**config.mk**
```make
export PLATFORM = sky130hd
export DESIGN_NAME = pipe_seq_ctrl
export DESIGN_NICKNAME = d
export VERILOG_FILES = /design/src/rtl/pipe_seq_ctrl_pkg.sv /design/src/rtl/pipe_perf_cnt.sv /design/src/rtl/pipe_seq_ctrl.sv
export SDC_FILE = /design/constraint.sdc
export NUM_CORES = 1
export LEC_CHECK = 0
export ABC_AREA = 1
export CORE_MARGIN = 1
export CORE_UTILIZATION = 33
export DETAILED_ROUTE_END_ITERATION = 10
export PLACE_DENSITY = 0.85
export SYNTH_ARGS = -nofsm -noshare
export SYNTH_HDL_FRONTEND = slang
export SYNTH_SLANG_ARGS = --single-unit
```
**constraint.sdc**
```tcl
create_clock -name clk -period 1.4 [get_ports clk]
set_input_delay 0.28 -clock clk [delete_from_list [all_inputs] [get_ports clk]]
set_output_delay 0.28 -clock clk [all_outputs]
set_load 0.05 [all_outputs]
```
**src/rtl/pipe_seq_ctrl_pkg.sv**
```systemverilog
// ============================================================================
// pipe_seq_ctrl_pkg : shared types and stage indices for the pipeline sequencer
// Revision: 1.0
// ============================================================================
`default_nettype none

package pipe_seq_ctrl_pkg;

   typedef enum logic [1:0] {
      PS_IDLE     = 2'd0,
      PS_RUN      = 2'd1,
      PS_REDIRECT = 2'd2,
      PS_DRAIN    = 2'd3
   } pipe_state_t;

   localparam int unsigned NUM_STAGES = 4;
   localparam int unsigned ST_DEC     = 0;
   localparam int unsigned ST_REG     = 1;
   localparam int unsigned ST_ALU     = 2;
   localparam int unsigned ST_WB      = 3;

   // Advance the valid chain one stage toward wb, inserting in_bit at decode.
   function automatic logic [NUM_STAGES-1:0] shift_chain(
      input logic [NUM_STAGES-1:0] v,
      input logic                  in_bit
   );
      return {v[NUM_STAGES-2:0], in_bit};
   endfunction

endpackage

`default_nettype wire

```
**src/rtl/pipe_perf_cnt.sv**
```systemverilog
// ============================================================================
// pipe_perf_cnt : stall / bubble event counters, wrap at 2^CNT_W
// Built only when PIPE_PERF_CNT_EN is defined.  Revision: 1.0
// ============================================================================
`default_nettype none

`ifdef PIPE_PERF_CNT_EN
module pipe_perf_cnt #(
   parameter int unsigned CNT_W = 32
) (
   input  logic             clk,
   input  logic             arstn,
   input  logic             stall_inc_i,
   input  logic             bubble_inc_i,
   output logic [CNT_W-1:0] stall_cnt_o,
   output logic [CNT_W-1:0] bubble_cnt_o
);

   logic [CNT_W-1:0] stall_q;
   logic [CNT_W-1:0] bubble_q;

   always_ff @(posedge clk or negedge arstn) begin
      if (!arstn) begin
         stall_q  <= '0;
         bubble_q <= '0;
      end else begin
         if (stall_inc_i)  stall_q  <= stall_q + CNT_W'(1);
         if (bubble_inc_i) bubble_q <= bubble_q + CNT_W'(1);
      end
   end

   assign stall_cnt_o  = stall_q;
   assign bubble_cnt_o = bubble_q;

endmodule
`endif

`default_nettype wire

```
**src/rtl/pipe_seq_ctrl.sv**
```systemverilog
// ============================================================================
// pipe_seq_ctrl : 5-stage pipeline sequencer (advance, bubbles, branch redirect)
// Perf counters built only with PIPE_PERF_CNT_EN.  Revision: 1.0
// ============================================================================
`default_nettype none

module pipe_seq_ctrl
   import pipe_seq_ctrl_pkg::*;
#(
   parameter int unsigned STALL_TIMEOUT = 15,
   parameter int unsigned CNT_W         = 32
) (
   input  logic                  clk,
   input  logic                  arstn,
   input  logic                  start_i,
   input  logic                  halt_i,
   input  logic                  reg_conflict_i,
   input  logic                  branch_conflict_i,
   input  logic                  wb_branch_done_i,
   output logic                  fetch_en_o,
   output logic                  dec_en_o,
   output logic                  reg_en_o,
   output logic                  alu_en_o,
   output logic                  wb_en_o,
   output logic                  pc_load_o,
   output logic [NUM_STAGES-1:0] vld_o,
   output logic                  busy_o,
   output logic                  done_o,
   output logic                  stall_err_o,
   output logic [CNT_W-1:0]      perf_stall_o,
   output logic [CNT_W-1:0]      perf_bubble_o
);

   localparam logic [1:0] S_IDLE     = PS_IDLE;
   localparam logic [1:0] S_RUN      = PS_RUN;
   localparam logic [1:0] S_REDIRECT = PS_REDIRECT;
   localparam logic [1:0] S_DRAIN    = PS_DRAIN;

   localparam int unsigned    SC_W   = $clog2(STALL_TIMEOUT + 1);
   localparam logic [SC_W-1:0] SC_MAX = SC_W'(STALL_TIMEOUT);

   logic [1:0]            state_q,     state_d;
   logic [NUM_STAGES-1:0] vld_q,       vld_d;
   logic [SC_W-1:0]       stall_cnt_q, stall_cnt_d;
   logic                  stall_err_q, stall_err_d;

   logic run_live;
   logic stall;
   logic normal;

   // Redirect and halt outrank both conflict flags in RUN.
   assign run_live = (state_q == S_RUN) & ~wb_branch_done_i & ~halt_i;
   assign stall    = run_live & reg_conflict_i & vld_q[ST_DEC];
   assign normal   = run_live & ~stall & ~branch_conflict_i;

   always_comb begin
      state_d = state_q;
      vld_d   = vld_q;
      case (state_q)
         S_IDLE: begin
            vld_d = '0;
            if (start_i) state_d = S_RUN;
         end
         S_RUN: begin
            if (stall)
               vld_d = {vld_q[ST_ALU], vld_q[ST_REG], 1'b0, vld_q[ST_DEC]};
            else
               vld_d = shift_chain(vld_q, normal);
            if (wb_branch_done_i)  state_d = S_REDIRECT;
            else if (halt_i)       state_d = S_DRAIN;
         end
         S_REDIRECT: begin
            vld_d   = shift_chain(vld_q, 1'b0);
            state_d = S_RUN;
         end
         S_DRAIN: begin
            vld_d = shift_chain(vld_q, 1'b0);
            if (vld_q == '0) state_d = S_IDLE;
         end
         default: begin
            state_d = S_IDLE;
            vld_d   = '0;
         end
      endcase
   end

   always_comb begin
      stall_cnt_d = '0;
      if (stall)
         stall_cnt_d = (stall_cnt_q == SC_MAX) ? stall_cnt_q : stall_cnt_q + SC_W'(1);
      stall_err_d = stall_err_q | (stall_cnt_d == SC_MAX);
   end

   always_ff @(posedge clk or negedge arstn) begin
      if (!arstn) begin
         state_q     <= S_IDLE;
         vld_q       <= '0;
         stall_cnt_q <= '0;
         stall_err_q <= 1'b0;
      end else begin
         state_q     <= state_d;
         vld_q       <= vld_d;
         stall_cnt_q <= stall_cnt_d;
         stall_err_q <= stall_err_d;
      end
   end

   assign fetch_en_o  = normal;
   assign dec_en_o    = vld_q[ST_DEC] & ~stall;
   assign reg_en_o    = vld_q[ST_REG];
   assign alu_en_o    = vld_q[ST_ALU];
   assign wb_en_o     = vld_q[ST_WB];
   assign pc_load_o   = (state_q == S_REDIRECT);
   assign vld_o       = vld_q;
   assign busy_o      = (state_q != S_IDLE);
   assign done_o      = (state_q == S_DRAIN) & (vld_q == '0);
   assign stall_err_o = stall_err_q;

`ifdef PIPE_PERF_CNT_EN
   logic bubble_inc;

   // A branch gate costs a bubble only if it displaced a live decode slot.
   assign bubble_inc = stall |
                       (run_live & ~stall & branch_conflict_i & vld_q[ST_DEC]);

   pipe_perf_cnt #(
      .CNT_W (CNT_W)
   ) u_perf_cnt (
      .clk          (clk),
      .arstn        (arstn),
      .stall_inc_i  (stall),
      .bubble_inc_i (bubble_inc),
      .stall_cnt_o  (perf_stall_o),
      .bubble_cnt_o (perf_bubble_o)
   );
`else
   assign perf_stall_o  = '0;
   assign perf_bubble_o = '0;
`endif

endmodule

`default_nettype wire

```
==> results.json <==
{
  "ant_nets": 0,
  "max-cap-violations": 0,
  "reg2reg_from": "stall_cnt_q[0]",
  "worst_slack_ns": -0.176,
  "post-place-ws_ns": -0.303,
  "io_pins": 84,
  "grt_pass1_vias": 618,
  "cp_data_arrival_time_ns": 1.30,
  "rsz0062_at_grt": "true",
  "p_leak_uw": 0.000733,
  "via_per_inst": 3.50,
  "finalWeightedCongestion": 0.773,
  "r2r-end": "stall_err_o",
  "fmax_mhz": 635,
  "skew_ns": 0.00436,
  "min_period_ns": 1.58,
  "drtIter0Drc": 6,
  "yosysTopAreaCell": "buf_4",
  "final_area_sq_um": 1400,
  "num-nets-final": 184,
  "cts_buffer_depth": 2,
  "grt_busiest_layer": "met2",
  "reg2reg_depth": 8,
  "core_sq_um": 3080,
  "antenna_found_initial": 0,
  "root_buffer": "clkbuf_4",
  "synth_area_leaders": "buf_4 47%, dfrtp_1 25%, nand2_1 5.6%, nor2_1 3.5%, inv_1 3.1%",
  "power_density_nw_per_um2": 1470,
  "syn-cell-area_sq_um": 1080,
  "drive_gt1_frac": 0.320,
  "vias": 766,
  "critPathMaxFanout": 2,
  "dieArea_sq_um": 3510,
  "worstHoldPathType": "in -> async",
  "port_buffers": 19,
  "worst_slew_pin_slew_ns": 0.512,
  "synthArstFlopShare": 1.00,
  "cp-start-kind": "flop",
  "max-vdd-ir-drop_uv": 957,
  "period_share": 1.13,
  "syn_inst": 138,
  "insertion_delay_ns": 0.26,
  "wl_per_cell_um": 7.96,
  "dieHeight_um": 59.2,
  "clk_pin_slew_ns": 0.07,
  "synth_commonest_cells": "67 x buf_4, 16 x nand2_1, 11 x dfrtp_1, 10 x nor2_1, 9 x inv_1",
  "ys_warn_count": 0,
  "wl_um": 1740,
  "antenna_cells": 0,
  "violations": "setup timing",
  "drv_slew": 0,
  "setup_viol": 5,
  "globalRouteMet1Util": 0.103,
  "required_ns": 1.12,
  "start_util": 0.351,
  "die_x_um": 59.2,
  "ys_types": 21,
  "h-tree-depth": 1,
  "cts_buffers": 3,
  "yosysSeqAreaShare": 0.255,
  "use_met3": 0.0153,
  "ff2ff_setup_slack_ns": 0.15,
  "hpwl_um": 1330,
  "path_class": "reg -> out",
  "grt_max_degree": 12,
  "first_pass_iters": 5,
  "area.growth.synth_to_final_pct": 29.5,
  "clock_sinks": 11,
  "finalHoldViolCount": 0,
  "postCtsHoldBufs": 0,
  "drc": 0,
  "synth_top_area_frac": 0.465,
  "status": "complete, but fails checks",
  "ys_ff_latch": 11,
  "end_kind": "primary output",
  "overflow": 0,
  "synthFlopType": "dfrtp_1",
  "dpl_cell_area_sq_um": 1280,
  "cts_tree": "yes",
  "synth_area_per_cell_sq_um": 7.83,
  "use_met2": 0.186,
  "synth_edf_count": 0,
  "tns_ns": -0.674,
  "yosysMostFrequentCell": "buf_4",
  "grt_first_pass_wirelength_um": 2600,
  "max_slew_margin": 0.658,
  "grt_usage": 0.101,
  "row_count": 20
}
-- cell families after synthesis --
logic type	count (synthesis)	share of synthesized area
buffers and inverters	79	0.507
and+or+nand+nor	39	0.183
DFF	11	0.255
AOI/OAI and AO/OA	7	0.0405
adders and majority gates	1	0.0116
other	1	0.00347
-- state kept, by name, summed over array words and instances (netlist names) --
name,count
stall_cnt_q,4
vld_o,4
state_q,2
stall_err_o,1
-- final cells by class --
cell class	instances	area (sq um)
Timing Repair Buffer	37	455
Inverter	12	45.0
Sequential cell	11	280
Clock buffer	4	26.3
Multi-Input combinational cell	111	538
Tap cell	44	55.1
Fill cell	296	1680
-- cells in the final DEF (no fill, tap or decap), drive strengths merged --
master          n
buf            31
nor2           13
clkbuf          4
a31oi           1
conb           64
o21ai           4
nand4           3
nand2          18
inv            12
dlygate4sd2     2
nand3           4
clkdlybuf4s50   4
o2111ai         1
ha              1
nor3            1
dfrtp          11
a21oi           1
-- per-stage QoR --
stage               std cells  power [uW]  utilization  hold WS (ns)
floorplan                 201        1380            -       -0.0156
global placement          207        1600        0.415         0.525
detailed placement        207        1620        0.415         0.530
CTS                       216        1970        0.444         0.360
global route              219        2160        0.455         0.375
finish                    219        2060        0.455         0.352
-- layer usage --
layer  part of all wire  vias up
li1                   -      372
met2               0.57       46
met3              0.069        2
met4              0.015        0
met1               0.35      346
met5                  0        -
-- what timing repair did --
action | 4_1_cts | 5_1_grt
setup buffers | 5 | 3
setup endpoints to repair | 5 | 7
pin swaps | 5 | 4
gates resized for setup | 11 | 3
-- critical path, stage by stage, from the launching register on --
cell and delay (ns):
dfrtp_1 0.39, inv_2 0.06, nand2_2 0.05, inv_2 0.08, nand2_2 0.06, inv_2 0.06, nand2_1 0.04, nand2_1 0.09
inv_2 0.05, buf_12 0.14
-- power by group --
group          switching, uW  total (uW)  internal (uW)
sequential              37.4         398            361
clock                    103         213            110
combinational            935        1450            514
total                   1080        2060            985
-- worst max path at each step --
stage	start	to	slack, ns	depth (start not counted)
6_report	state_q[1]	dec_en_o	-0.18	9
5_1_grt	state_q[1]	dec_en_o	-0.27	9
4_1_cts	state_q[1]	dec_en_o	-0.17	9
3_5_place_dp	wb_branch_done_i	dec_en_o	-0.30	8
3_3_place_gp	wb_branch_done_i	dec_en_o	-0.27	8
2_1_floorplan	vld_o[0]	done_o	-0.11	3
No activity file was read; power rests on OpenSTA's default activity.
